<file path="src/rtl/servant_wb_sched_if.sv">
`default_nettype none
// ============================================================================
// Module      : servant_wb_sched_if
// Description : Wishbone bus bundle shared by the scheduler's three ports.
//               master modport drives the request side, slave modport answers.
//               adr/dat/sel/we/cyc : request (master -> slave)
//               rdt/ack            : response (slave -> master)
// Revision    : 1.0 - initial release
// ============================================================================
interface servant_wb_sched_if #(
  parameter int AW = 32
);
  logic [AW-1:0] adr;
  logic [31:0]   dat;
  logic [3:0]    sel;
  logic          we;
  logic          cyc;
  logic [31:0]   rdt;
  logic          ack;

  modport master (output adr, dat, sel, we, cyc, input  rdt, ack);
  modport slave  (input  adr, dat, sel, we, cyc, output rdt, ack);
endinterface
`default_nettype wire

</file>
<file path="src/rtl/servant_wb_watchdog.sv">
`default_nettype none
// ============================================================================
// Module      : servant_wb_watchdog
// Description : Loadable down-counter bounding how long a granted transaction
//               may wait for its acknowledge.
//               clk_i     : clock
//               rst_i     : synchronous active-high reset (count -> 0)
//               load_i    : reload the counter with TIMEOUT
//               en_i      : count down one step (saturates at zero)
//               expired_o : counter has reached zero
// Revision    : 1.0 - initial release
// ============================================================================
module servant_wb_watchdog #(
  parameter  int TIMEOUT = 255,
  localparam int W       = $clog2(TIMEOUT + 1)
) (
  input  logic clk_i,
  input  logic rst_i,
  input  logic load_i,
  input  logic en_i,
  output logic expired_o
);
  logic [W-1:0] count_q, count_d;

  always_comb begin
    count_d = count_q;
    if (load_i) begin
      count_d = W'(TIMEOUT);
    end else if (en_i && (count_q != '0)) begin
      count_d = count_q - W'(1);
    end
  end

  always_ff @(posedge clk_i) begin
    if (rst_i) begin
      count_q <= '0;
    end else begin
      count_q <= count_d;
    end
  end

  assign expired_o = (count_q == '0);
endmodule
`default_nettype wire

</file>
<file path="src/rtl/servant_wb_sched.sv">
`default_nettype none
// ============================================================================
// Module      : servant_wb_sched
// Description : Round-robin scheduler sharing one Wishbone RAM port between
//               the SERV instruction bus and data bus, with a per-transaction
//               watchdog and a sticky timeout flag.
//               i_wb_clk  : clock
//               i_wb_rst  : synchronous active-high reset
//               wb_ibus   : instruction master (read-only fetches)
//               wb_dbus   : data master
//               wb_mem    : shared slave port
//               o_timeout : sticky, set when a transaction was force-ended
// Revision    : 1.0 - initial release
// ============================================================================
module servant_wb_sched #(
  parameter int AW      = 32,
  parameter int TIMEOUT = 255
) (
  input  logic               i_wb_clk,
  input  logic               i_wb_rst,
  servant_wb_sched_if.slave  wb_ibus,
  servant_wb_sched_if.slave  wb_dbus,
  servant_wb_sched_if.master wb_mem,
  output logic               o_timeout
);
  localparam logic [1:0] S_IDLE  = 2'd0;
  localparam logic [1:0] S_GNT_I = 2'd1;
  localparam logic [1:0] S_GNT_D = 2'd2;
  localparam logic [1:0] S_GAP   = 2'd3;

  logic [1:0] state_q, state_d;
  logic       last_d_q, last_d_d;    // 1: dbus completed most recently
  logic       timeout_q, timeout_d;

  logic        w_gnt_i, w_gnt_d, w_sel_cyc, w_done, w_expired;
  logic [31:0] w_rdt;
  logic        w_unused;

  // Ibus is a read-only fetch port; its write-side fields are never used.
  assign w_unused = ^{wb_ibus.dat, wb_ibus.sel, wb_ibus.we};

  // Grants are masked by reset so every output is quiet while reset is held.
  assign w_gnt_i   = (state_q == S_GNT_I) && !i_wb_rst;
  assign w_gnt_d   = (state_q == S_GNT_D) && !i_wb_rst;
  assign w_sel_cyc = (w_gnt_i && wb_ibus.cyc) || (w_gnt_d && wb_dbus.cyc);
  // Completion is either a real slave ack or the watchdog running out.
  assign w_done    = w_sel_cyc && (wb_mem.ack || w_expired);
  // A forced completion returns zero data.
  assign w_rdt     = wb_mem.ack ? wb_mem.rdt : 32'h0;

  servant_wb_watchdog #(
    .TIMEOUT (TIMEOUT)
  ) u_watchdog (
    .clk_i     (i_wb_clk),
    .rst_i     (i_wb_rst),
    .load_i    (state_q == S_IDLE),
    .en_i      ((w_gnt_i || w_gnt_d) && !wb_mem.ack),
    .expired_o (w_expired)
  );

  always_comb begin
    state_d   = state_q;
    last_d_d  = last_d_q;
    timeout_d = timeout_q;
    case (state_q)
      S_IDLE: begin
        if (wb_ibus.cyc && wb_dbus.cyc) begin
          state_d = last_d_q ? S_GNT_I : S_GNT_D;
        end else if (wb_ibus.cyc) begin
          state_d = S_GNT_I;
        end else if (wb_dbus.cyc) begin
          state_d = S_GNT_D;
        end
      end
      S_GNT_I, S_GNT_D: begin
        if (!w_sel_cyc) begin
          // Master abandoned the cycle: release without ack or timeout.
          state_d = S_GAP;
        end else if (w_done) begin
          state_d  = S_GAP;
          last_d_d = (state_q == S_GNT_D);
          if (!wb_mem.ack) begin
            timeout_d = 1'b1;
          end
        end
      end
      S_GAP:   state_d = S_IDLE;
      default: state_d = S_IDLE;
    endcase
  end

  always_ff @(posedge i_wb_clk) begin
    if (i_wb_rst) begin
      state_q   <= S_IDLE;
      last_d_q  <= 1'b0;
      timeout_q <= 1'b0;
    end else begin
      state_q   <= state_d;
      last_d_q  <= last_d_d;
      timeout_q <= timeout_d;
    end
  end

  assign wb_ibus.ack = w_done && w_gnt_i;
  assign wb_ibus.rdt = (w_done && w_gnt_i) ? w_rdt : 32'h0;
  assign wb_dbus.ack = w_done && w_gnt_d;
  assign wb_dbus.rdt = (w_done && w_gnt_d) ? w_rdt : 32'h0;

  assign wb_mem.cyc = w_sel_cyc;
  assign wb_mem.adr = w_gnt_i ? wb_ibus.adr : (w_gnt_d ? wb_dbus.adr : '0);
  assign wb_mem.dat = w_gnt_d ? wb_dbus.dat : 32'h0;
  assign wb_mem.sel = w_gnt_i ? 4'hF : (w_gnt_d ? wb_dbus.sel : 4'h0);
  assign wb_mem.we  = w_gnt_d && wb_dbus.we;

  assign o_timeout = timeout_q && !i_wb_rst;
endmodule
`default_nettype wire

</file>
<file path="src/flat_wrapper.sv">
// flat-port wrapper written by rule: the top's interface ports become plain ports
module servant_wb_sched_flat 
#(
  parameter int AW      = 32,
  parameter int TIMEOUT = 255
)
  (i_wb_clk, i_wb_rst, o_timeout, wb_ibus_adr, wb_ibus_dat, wb_ibus_sel, wb_ibus_we, wb_ibus_cyc, wb_ibus_rdt, wb_ibus_ack, wb_dbus_adr, wb_dbus_dat, wb_dbus_sel, wb_dbus_we, wb_dbus_cyc, wb_dbus_rdt, wb_dbus_ack, wb_mem_adr, wb_mem_dat, wb_mem_sel, wb_mem_we, wb_mem_cyc, wb_mem_rdt, wb_mem_ack);
  servant_wb_sched_if #(.AW(AW)) wb_ibus_i ();
  servant_wb_sched_if #(.AW(AW)) wb_dbus_i ();
  servant_wb_sched_if #(.AW(AW)) wb_mem_i ();
  input  logic i_wb_clk;
  input  logic i_wb_rst;
  output logic o_timeout;
  input wire logic [$bits(wb_ibus_i.adr)-1:0] wb_ibus_adr;
  input wire logic [$bits(wb_ibus_i.dat)-1:0] wb_ibus_dat;
  input wire logic [$bits(wb_ibus_i.sel)-1:0] wb_ibus_sel;
  input wire logic [$bits(wb_ibus_i.we)-1:0] wb_ibus_we;
  input wire logic [$bits(wb_ibus_i.cyc)-1:0] wb_ibus_cyc;
  output wire logic [$bits(wb_ibus_i.rdt)-1:0] wb_ibus_rdt;
  output wire logic [$bits(wb_ibus_i.ack)-1:0] wb_ibus_ack;
  input wire logic [$bits(wb_dbus_i.adr)-1:0] wb_dbus_adr;
  input wire logic [$bits(wb_dbus_i.dat)-1:0] wb_dbus_dat;
  input wire logic [$bits(wb_dbus_i.sel)-1:0] wb_dbus_sel;
  input wire logic [$bits(wb_dbus_i.we)-1:0] wb_dbus_we;
  input wire logic [$bits(wb_dbus_i.cyc)-1:0] wb_dbus_cyc;
  output wire logic [$bits(wb_dbus_i.rdt)-1:0] wb_dbus_rdt;
  output wire logic [$bits(wb_dbus_i.ack)-1:0] wb_dbus_ack;
  output wire logic [$bits(wb_mem_i.adr)-1:0] wb_mem_adr;
  output wire logic [$bits(wb_mem_i.dat)-1:0] wb_mem_dat;
  output wire logic [$bits(wb_mem_i.sel)-1:0] wb_mem_sel;
  output wire logic [$bits(wb_mem_i.we)-1:0] wb_mem_we;
  output wire logic [$bits(wb_mem_i.cyc)-1:0] wb_mem_cyc;
  input wire logic [$bits(wb_mem_i.rdt)-1:0] wb_mem_rdt;
  input wire logic [$bits(wb_mem_i.ack)-1:0] wb_mem_ack;
  assign wb_ibus_i.adr = wb_ibus_adr;
  assign wb_ibus_i.dat = wb_ibus_dat;
  assign wb_ibus_i.sel = wb_ibus_sel;
  assign wb_ibus_i.we = wb_ibus_we;
  assign wb_ibus_i.cyc = wb_ibus_cyc;
  assign wb_ibus_rdt = wb_ibus_i.rdt;
  assign wb_ibus_ack = wb_ibus_i.ack;
  assign wb_dbus_i.adr = wb_dbus_adr;
  assign wb_dbus_i.dat = wb_dbus_dat;
  assign wb_dbus_i.sel = wb_dbus_sel;
  assign wb_dbus_i.we = wb_dbus_we;
  assign wb_dbus_i.cyc = wb_dbus_cyc;
  assign wb_dbus_rdt = wb_dbus_i.rdt;
  assign wb_dbus_ack = wb_dbus_i.ack;
  assign wb_mem_adr = wb_mem_i.adr;
  assign wb_mem_dat = wb_mem_i.dat;
  assign wb_mem_sel = wb_mem_i.sel;
  assign wb_mem_we = wb_mem_i.we;
  assign wb_mem_cyc = wb_mem_i.cyc;
  assign wb_mem_i.rdt = wb_mem_rdt;
  assign wb_mem_i.ack = wb_mem_ack;
  servant_wb_sched #(.AW(AW), .TIMEOUT(TIMEOUT)) u_core (.i_wb_clk(i_wb_clk), .i_wb_rst(i_wb_rst), .wb_ibus(wb_ibus_i), .wb_dbus(wb_dbus_i), .wb_mem(wb_mem_i), .o_timeout(o_timeout));
endmodule
</file>
<file path="config.mk">
export PLATFORM = sky130hd
export DESIGN_NAME = servant_wb_sched_flat
export DESIGN_NICKNAME = d
export VERILOG_FILES = /design/src/rtl/servant_wb_sched_if.sv /design/src/rtl/servant_wb_watchdog.sv /design/src/rtl/servant_wb_sched.sv /design/src/flat_wrapper.sv
export SDC_FILE = /design/constraint.sdc
export NUM_CORES = 1
export LEC_CHECK = 0
export ABC_CLOCK_PERIOD_IN_PS = 2800
export CAP_MARGIN = 20
export CORE_AREA = 2 2 121 123
export CTS_CLUSTER_SIZE = 8
export DETAILED_ROUTE_END_ITERATION = 7
export DIE_AREA = 0 0 123 125
export GPL_TIMING_DRIVEN = 0
export PLACE_DENSITY = 0.61
export SKIP_CTS_REPAIR_TIMING = 1
export SYNTH_ARGS = -nofsm -noshare
export SYNTH_HDL_FRONTEND = slang
export SYNTH_SLANG_ARGS = --single-unit
</file>
<file path="constraint.sdc">
create_clock -name i_wb_clk -period 2.8 [get_ports i_wb_clk]
set_input_delay 0.42 -clock i_wb_clk [delete_from_list [all_inputs] [get_ports i_wb_clk]]
set_output_delay 0.42 -clock i_wb_clk [all_outputs]
set_load 0.02 [all_outputs]
</file>
==> results.md, run 1 <==
- Root buffer cell: clkbuf_16
- Unique masters post-synth: 41
- Post-synth EDFFs: 0
- Core area: 14,200 sq um
- Final ANT Viol Nets: 0
- Largest net degree at the start of global routing: 11
- Ys async rst share: 0%
- Syn-to-layout area delta: 190.6%
- Worst Setup End Kind: output pin
- Total Wirelength: 10.66 mm
- Post-DP Area: 4735 sq um
- IO Port Bufs: 274
- Antenna violations before repair: 0
- Final hold slack: 0.4575 ns
- Total power: 2022 uW
- CTS tree: built
- Setup CP Type: input pin to output pin
- IO Count: 312
- Crit-path max FO: 10
- CP Launch Type: input pin
- CTS buffer count: 3
- Crit-path cells: clkdlybuf4s50_1 -> buf_4 -> nor2_4 -> o211ai_1 -> buf_4 -> buf_6 -> buf_4 -> nor2_1 -> buf_4
- Pwr dens: 395.1 nW/um^2
- MaxCap Viol Count: 0
- Commonest cells after routing, fill and taps aside: clkdlybuf4s50_1 (177), dlymetal6s2s_1 (76), nor2_1 (72)
- Max Freq: 366.7 MHz
- Worst path slowest cell: clkdlybuf4s50_1
- Area of all placed cells without fillers: 5119 sq um
- Synth top area share: 16.41%
- Overall global routing resource usage: 12.33%
- Nets: 754
- Layout cell share with drive strength beyond 1: 13.44%
- Final setup TNS: 0 ns
- Setup Viol. Count Final: 0
- Max Slew Vio Count: 0
- Leakage: 0.003292 uW
- Worst Path Required: 2.38 ns
- Total gr overflow: 0
- Vias in the first global route: 3,070
- Clk_lat worst skew: 0.24 ns
- Worst Clk Skew: 0.002128 ns
- RSZ-0062 raised after global routing: true
- H-tree depth: 1
- N_diodes: 0
- Final hold viol count: 0
- First-pass GRT wire length: 15.34 mm
- Die area: 15,380 sq um
- Worst-Margin Slew: 0.4513 ns
- Mapped cell area: 1762 sq um
- Final Wtd Congestion: 0.8586
- Outcome: finished, final reports clean
- Largest area contributor in the netlist: nor2_1
- Starting DRC count in detailed routing: 95
- Clock transition at path regs: 0.04 ns
- Synth Flop Type: dfxtp_1
- Via count: 3,198
- Worst VDD drop: 0.1688 mV
- Hold Crit Class: register to register
- Final worst path period share: 97.40%
- Wire per inst: 14.09 um
- Util after Layout: 36.04%
- Remaining DRCs: 0
- Slew HR: 69.92%
- DIE WIDTH: 123 um
- Post-DP HPWL: 8.839 mm
- CTS max path bufs: 2
- Die Span Y: 125 um
- DRT Pass-1 Iters: 5
- Sequential-to-total area share from yosys stat: 13.64%
- Initial Util: 12.40%
- Routed vias/inst: 4.225
- Mapped Avg Cell Area: 6.181 sq um
- Post-layout min period: 2.727 ns
- Worst EP arrival: 2.31 ns
- Worst path max stage delay: 0.53 ns
- Clock Sink Count: 12
- Yosys warning total: 0
- Mapped Nets: 465
- Cell mode on critical path: buf_4
- Synthesized flop and latch total: 12
- Cells after synthesis: 285
- Commonest non-fill, non-tap cell in the layout: clkdlybuf4s50_1
- Top cells by area, synth: nor2_1 (16%), a22o_1 (16%), dfxtp_1 (14%), and2_1 (12%), nand2_1 (7.5%)
- Row count: 44
- Fillers: 1,504
-- critical path, delay by kind of cell --
family                 cells  cell delay [ns]
buffers and inverters      6             1.39
and+or+nand+nor            2             0.27
AOI/OAI and AO/OA          1             0.21
-- where the power goes --
group	internal, uW	switching (uW)	total [uW]
clock	216	78.0	294
combinational	741	708	1450
sequential	221	58.9	279
total	1180	845	2020
-- metal layers --
metal  GRT usage, %  vias up  share of wire, %
li1               -     1558                 -
met1          13.98     1424                38
met2          23.11      200                51
met3          2.555       16               9.5
met4          3.008        0               1.5
met5              0        -                 0
-- registers in the layout, indices dropped and copies added, names as in the netlist --
name / count
u_core.u_watchdog.count_q: 8
u_core.timeout_q: 1
u_core.state_q: 2
u_core.last_d_q: 1
-- Yosys cell counts, types with 2 or more instances --
library cell and number:
o31ai_1 3, nand2_1 35, nor2_1 77, mux2i_1 2, or4_1 2, buf_2 3
o211ai_1 2, clkbuf_1 18, nand2b_1 2, nor2b_1 5, dfxtp_1 12, ha_1 5
o41ai_1 2, a31oi_1 6, and2_1 33, a21oi_1 7, inv_1 7, or4b_2 2
or3_1 4, a22o_1 32, buf_1 2, nor3_1 2, o21ai_0 3, nand3_1 2
-- kinds of logic (layout without fill, tap and decap cells) --
group | Yosys count | in the layout | synth area share (%)
AND/OR/NAND/NOR | 172 | 172 | 46.81
multiplexers | 2 | 2 | 1.136
adder cells (fa/ha/maj) | 5 | 5 | 3.551
flip-flops | 12 | 12 | 13.64
AO/OA/AOI/OAI | 62 | 62 | 27.63
buffers and inverters | 32 | 320 | 7.244
-- worst paths after layout --
| check | start | to | slack, ns | cells past startpoint |
|---|---|---|---|---|
| min reg2reg | u_core.last_d_q | u_core.last_d_q | 0.46 | 2 |
| max | i_wb_rst | wb_dbus_rdt[24] | 0.07 | 9 |
| min | u_core.last_d_q | u_core.last_d_q | 0.46 | 2 |
| max reg2reg | u_core.state_q[0] | u_core.state_q[0] | 0.67 | 6 |
-- final cells by class --
type                    instances  area (sq um)  share of cell area (%)
flip-flops and latches         12         244.0                   4.767
plain buffers                  23         137.6                   2.689
multi-input cells             241          1454                   28.40
clock buffers                   4         88.84                   1.736
well taps                     184         230.2                   4.498
inverters                       8         30.03                  0.5867
repair buffers                285          2934                   57.32
-- through the flow --
step                cells  worst slack [ns]
floorplan             285            0.3734
global placement      743           -0.6612
detailed placement    743           -0.6563
CTS                   747           -0.7569
global route          757          -0.04803
finish                757           0.07268
Note: power is estimated with default switching activity, not from simulation.
==> run 2: changes to the inputs <==
- CORE_AREA: 2 2 121 123 -> 2 2 120 122
- DIE_AREA: 0 0 123 125 -> 0 0 122 124
- DONT_BUFFER_PORTS: not set -> 1
- PLACE_DENSITY: 0.61 -> 0.33
==> results.md, run 2 (synthesis results as in run 1) <==
- Max Slew Vio Count: 0
- CTS tree: built
- Root buffer cell: clkbuf_16
- Total gr overflow: 0
- Initial Util: 12.84%
- DR WL met2: 4.916 mm
- Placement Setup Slack: -0.5231 ns
- CTS buffer count: 3
- Die Span Y: 124 um
- Hold EP: u_core.timeout_q
- IO Count: 312
- Slew HR: 56.12%
- Post-layout min period: 2.749 ns
- Core area: 13,720 sq um
- Routed vias/inst: 4.680
- Reg2reg end: u_core.u_watchdog.count_q[1]
- Worst setup margin: 0.05077 ns
- Clock transition at path regs: 0.05 ns
- Row count: 43
- Layout cell share with drive strength beyond 1: 28.87%
- Commonest cells after routing, fill and taps aside: nor2_2 (52), nand2_1 (35), and2_1 (33)
- Die area: 15,130 sq um
- Vias in the first global route: 1,837
- Largest registers: u_core.u_watchdog.count_q: 8 flops, u_core.state_q: 2 flops
- Hold Startpoint: wb_mem_ack
- Total Wirelength: 8.903 mm
- H-tree depth: 1
- Worst-Margin Slew: 0.6583 ns
- Max FFs per register: 8
- Starting DRC count in detailed routing: 86
- First-pass GRT wire length: 10.76 mm
- Worst Setup End Kind: output pin
- Hold path depth: 2
- RSZ-0062 raised after global routing: true
- IO Port Bufs: 0
- Via count: 2,209
- M1 WL: 2.885 mm
- Syn-to-layout area delta: 30.97%
- MaxCap Viol Count: 0
- Top sig layer: met4
- R2R setup slack: 0.78 ns
- DRT Pass-1 Iters: 4
- Final Wtd Congestion: 0.8059
- Remaining DRCs: 0
- Worst Clk Skew: 0.005157 ns
- CP Launch Type: register
- Wire per inst: 18.86 um
- Outcome: finished, final reports clean
- Clock Sink Count: 12
- Worst Path Required: 2.38 ns
- Crit-path max FO: 10
- Largest net degree at the start of global routing: 11
- Antenna violations before repair: 1
- Post-DP HPWL: 7.564 mm
- Reg2reg path depth: 7
- Max Freq: 363.7 MHz
- Worst EP arrival: 2.33 ns
- Final worst path period share: 98.19%
- Leakage: 0.0007577 uW
- Setup CP Type: register to output pin
- Worst VDD drop: 0.1857 mV
- Hold Crit Class: input pin to register
- Final hold viol count: 0
- Pwr dens: 648.8 nW/um^2
- Nets: 472
- Util after Layout: 16.82%
- Met3 WL: 690 um
- Overall global routing resource usage: 9.816%
- Commonest non-fill, non-tap cell in the layout: nor2_2
- Clk_lat worst skew: 0.25 ns
- Final ANT Viol Nets: 0
- Reg2reg start: u_core.u_watchdog.count_q[3]
- Setup Viol. Count Final: 0
- Largest Register: u_core.u_watchdog.count_q
- Final hold slack: 0.3916 ns
- CTS max path bufs: 2
- DIE WIDTH: 122 um
## run 2: through the flow
stage          instances  instance area, sq um  TNS (ns)  power, uW
2_1_floorplan        285                  1762         0      989.9
3_3_place_gp         465                  1987    -29.83       1173
3_5_place_dp         465                  1987    -27.48       1175
4_1_cts              469                  2076    -44.64       1479
5_1_grt              472                  2307   -0.2225       1601
6_report             472                  2307         0       1497
## run 2: critical path: stages (launching register included)
cell and delay [ns]:
dfxtp_1 0.30, clkbuf_1 0.18, or4_4 0.49, nor3_4 0.30, o211ai_1 0.12, buf_4 0.19, buf_2 0.23, nor2_2 0.26
## run 2: final cells by class
type,instances,area [sq um]
Clock buffer,4,88.84
Buffer,24,107.6
Timing Repair Buffer,2,15.01
Inverter,8,30.03
Fill cell,1576,11410
Multi-Input combinational cell,241,1598
Sequential cell,12,240.2
Tap cell,180,225.2
Antenna cell,1,2.502
## run 2: worst max path at each step
stage | from | end | slack, ns | cells after the start
floorplan | u_core.state_q[0] | wb_dbus_rdt[22] | 0.37 | 7
global placement | u_core.state_q[0] | wb_dbus_rdt[25] | -0.57 | 7
detailed placement | u_core.state_q[0] | wb_dbus_rdt[25] | -0.52 | 7
CTS | u_core.state_q[0] | wb_dbus_rdt[25] | -0.78 | 7
global route | u_core.u_watchdog.count_q[3] | wb_dbus_rdt[10] | -0.02 | 7
finish | u_core.u_watchdog.count_q[3] | wb_dbus_rdt[24] | 0.05 | 7
## run 2: layer usage
metal / global-route usage, % / up-vias
met5: 0 / -
met2: 18.92 / 203
met4: 6.609 / 0
met3: 0.7326 / 23
li1: - / 992
met1: 10.10 / 991
## run 2: report_power, final
| part | internal (uW) | total [uW] | switching, uW |
|---|---|---|---|
| Combinational | 273 | 932 | 658 |
| Clock | 217 | 303 | 86.2 |
| Sequential | 217 | 262 | 44.8 |
